--- config.mk ---
export PLATFORM = sky130hd
export DESIGN_NAME = lfsr32
export DESIGN_NICKNAME = d
export VERILOG_FILES = /design/src/rtl/test_stream_pkg.sv /design/src/rtl/lfsr32.sv
export SDC_FILE = /design/constraint.sdc
export NUM_CORES = 1
export LEC_CHECK = 0
export ABC_AREA = 1
export BUFFER_PORTS_ARGS = -buffer_cell sky130_fd_sc_hd__buf_2
export CORE_ASPECT_RATIO = 0.7
export CORE_MARGIN = 5
export CORE_UTILIZATION = 54
export DETAILED_ROUTE_END_ITERATION = 10
export PLACE_DENSITY_LB_ADDON = 0.08
export SYNTH_ARGS = -nofsm -noshare
export SYNTH_HDL_FRONTEND = slang
export SYNTH_SLANG_ARGS = --single-unit
--- constraint.sdc ---
create_clock -name clk -period 1.36 [get_ports clk]
set_input_delay 0.068 -clock clk [delete_from_list [all_inputs] [get_ports clk]]
set_output_delay 0.068 -clock clk [all_outputs]
set_load 0.02 [all_outputs]
--- src/rtl/test_stream_pkg.sv ---
// Shared types and constants for the Avalon-ST test source and its LFSR payload generator.
package test_stream_pkg;

    typedef enum logic [2:0] {
        IDLE,
        HDR,
        PAY,
        CSUM,
        GAP
    } state_t;

    localparam logic [15:0] HDR_MAGIC      = 16'hA5A5;
    localparam logic [31:0] LFSR_SEED      = 32'h0000_0001;
    // Right-shifting Galois mask for x^32 + x^22 + x^2 + x + 1
    localparam logic [31:0] LFSR_TAPS      = 32'h8020_0003;
    localparam int          BYTES_PER_BEAT = 4;

    function automatic logic [31:0] lfsr_step(input logic [31:0] s);
        return s[0] ? ((s >> 1) ^ LFSR_TAPS) : (s >> 1);
    endfunction

endpackage

--- src/rtl/lfsr32.sv ---
// Enable-stepped 32-bit Galois LFSR; resets asynchronously to the package seed.
module lfsr32
    import test_stream_pkg::*;
(
    input  logic        clk,
    input  logic        rst_n,
    input  logic        en,
    output logic [31:0] value
);

    always_ff @(posedge clk or negedge rst_n) begin
        if (!rst_n) begin
            value <= LFSR_SEED;
        end else if (en) begin
            value <= lfsr_step(value);
        end
    end

endmodule

Word level (Yosys, flattened, before mapping)
Index checks and enable logic that the tools add are counted.

Word-level logic and storage cells: 3. Input port bits: 3. Flip-flop bits (word level): 32. Output and inout bits: 32.

Multiplexer cells: 1. Bitwise logic cells: 1.

Operators with widths (count): 2-to-1 mux 32 bit (1); inverter 3 -> 4 bit (1).

Longest topological paths before layout
Word-level depth: 2. Gate-level depth with buffers: 6. Depth with buffers taken out: 4.

Worst setup path after synthesis
OpenSTA, ideal clock, no wires.

Path kind: reg2reg. From: reg value[0]. To: reg value[1]. Cell stages (with the launch flop): 5. Data arrival time: 0.839 ns. Required time: 1.295 ns. Setup time: 0.065 ns. Setup slack: 0.456 ns. Path through: dfstp_2 -> inv_1 -> nand2_1 -> nand3_1 -> nand2_1.

Cells in the longest elaborated chain, start to end: 1.

RTL lines: start, declared (line lfsr32.sv:8) `output logic [31:0] value`; start signal, assigned (line lfsr32.sv:15) `value <= lfsr_step(value);`; 2-to-1 mux 32 bit (line test_stream_pkg.sv:19) `return s[0] ? ((s >> 1) ^ LFSR_TAPS) : (s >> 1);`.

Every way passes these cells. A chain may end at the register's enable or synchronous reset.

Final worst setup path
From: reg value[0]. To: out value[0].

No word-level cell between the ends.

==> reports/metrics.cfg <==
[synth]
synth_top_area_share = 0.6206
ys_types = 9
synthCells = 141
syn_nets = 144
synthTopCellsByArea = dfrtp_1 (62%), nand2_1 (26%), buf_6 (2.7%), o21ai_0 (2.4%), dfstp_2 (2.1%)
synth-seq-area-share = 0.6416
ys_warn_count = 0
yosysTopAreaCell = dfrtp_1
ys_ff_latch = 32
synth.cell_area_mm2 = 0.001250
syn_area_per_cell_um2 = 8.865

[worst_hold_path]
hp-class = primary input to flop
min_to = value[14]
min_from = en
holdPathStages = 4

[routing]
drt_iter0_markers = 66
routed_via_density = 4.712
wl_um = 2544
antenna_left = 0
via_count = 999
avgRoutedWirePerCell_um = 12.00
drc = 0
drt_pass1_iterations = 4

[clock_network]
post-cts-setup-buffer-count = 0
cts_buffer_depth = 2
clk_pin_slew_ns = 0.10
cts.sinks = 32
insertion_delay_ns = 0.32
cts_tree = yes
numCtsBuffers = 5
cts_root_buffer = clkbuf_4
cts_max_level = 2

[critical_path]
timing.rr.start = value[0]
regToRegEndpoint = value[1]
critical_path_buf_inv_count = 1
reg2reg_slack_ns = 0.42
cp.required_ns = 1.29
max_stage_delay_ns = 0.60
path_delay_family = flip-flops
arrival_ns = 1.10
cp-start-kind = flop
end_kind = primary output
path_cells = buf_2
r2r_cells = 4
cp_slowest_cell = dfstp_2
crit_type = flop to primary output
crit_cells = 1
critPathMaxFanout = 6

[die]
ioPinCount = 35
die_y_um = 50.26
die_area_mm2 = 0.003392
start_util = 0.5755
fp-row-count = 14
die_x_um = 67.51
coreArea_mm2 = 0.002172

[power_and_ir_drop]
powerDensity_mw_per_mm2 = 1842
vdd_drop_max_mv = 1.026
total_power_uw = 2800
leakagePower_uw = 0.0009094

[timing]
slew_headroom = 0.7133
hold_slack_ns = 0.1976
final.setup.tns_ns = 0
hold_viol = 0
clock_skew_ns = 0.007577
worst_slew_pin_slew_ns = 0.4294
finalWorstPathRequiredPeriod_ns = 1.169
setup_viol = 0
slew_viol_final = 0
rsz0062_at_grt = no
max_freq_mhz = 855.1
finalCritPeriodShare = 0.8599

[final_layout]
fin_util = 0.6999
drive_gt1_frac = 0.2556
nets = 182
largest_reg_flops = 32
fillCellCount = 182
top_regs = value: 32 flops
antenna_cells = 0
regMostFlops = value
synthToLayoutAreaGrowth_pct = 21.62

[global_route]
grt_usage = 0.1749
grt_pass1_wl_um = 4450
grt-ovfl-total = 0
grt_max_degree = 33
antenna_found_initial = 0
grt_pass1_vias = 1036

[outcome]
outcome = complete, no violations

[placement]
io_buffers = 34
dpl.hpwl_um = 1761
gp_congestion = 0.7211

[run]
drv_cap = 0

-- worst max path at each step --
stage / start / endpoint / slack [ns]
after floorplan: value[0] / value[1] / 0.46
after detailed placement: value[0] / value[1] / 0.45
final: value[0] / value[0] / 0.19
after global placement: value[0] / value[21] / 0.52
after CTS: value[0] / value[0] / 0.18
after global routing: value[0] / value[0] / 0.14
-- cells in the mapped netlist --
cell     number
nand2_1      86
dfrtp_1      31
inv_1         6
o21ai_0       6
buf_2         4
buf_6         3
nand3_1       3
dfstp_2       1
inv_2         1
-- cells in the final DEF (no fill, tap or decap), types with 2 or more instances in the layout --
cell,count
buf_4,2
clkbuf_4,5
inv_1,6
buf_2,34
clkbuf_8,2
nand3_1,3
dfrtp_1,31
o21ai_0,6
nand2_1,86
-- worst reg2reg max path, cell delays in order (launching register included) --
cell,delay [ns]
dfstp_2,0.60
inv_1,0.08
nand2_1,0.07
nand3_1,0.07
nand2_1,0.07
-- cell type report --
class	count	area, um2	area share
Timing Repair Buffer	38	215.2	0.1416
Sequential cell	32	802.0	0.5276
Inverter	7	26.28	0.01728
Tap cell	32	40.04	0.02634
Clock buffer	8	68.82	0.04527
Multi-Input combinational cell	95	367.9	0.2420
-- metal layers --
| layer | vias up | part of all wire | track usage |
|---|---|---|---|
| li1 | 498 | - | - |
| met1 | 466 | 0.45 | 0.2108 |
| met2 | 33 | 0.48 | 0.2746 |
| met3 | 2 | 0.068 | 0.06250 |
| met4 | 0 | 0.0039 | 0.09091 |
| met5 | - | 0 | 0 |
-- report_power, final --
part | internal, uW | switching (uW) | total [uW]
Sequential | 1180 | 183 | 1360
Clock | 304 | 301 | 605
Combinational | 270 | 560 | 831
Total | 1760 | 1040 | 2800
-- logic make-up after synthesis --
| group | after synthesis | synth area share |
|---|---|---|
| flip-flops | 32 | 0.6416 |
| AO/OA/AOI/OAI | 6 | 0.02402 |
| buffers and inverters | 14 | 0.06406 |
| AND/OR/NAND/NOR | 89 | 0.2703 |
-- repair_timing --
item / in CTS / in global routing
hold buffers: 1 / 0
endpoints found under the hold margin: 32 / 0
resized for setup: 0 / 0
-- through the flow --
step,setup WS [ns],instance area (um2),std cells
after floorplan,0.4561,1250,141
after global placement,0.5188,1441,203
after detailed placement,0.4457,1441,203
after CTS,0.1839,1520,212
after global routing,0.1373,1520,212
final,0.1906,1520,212
Power figures use the tool's default switching activity.
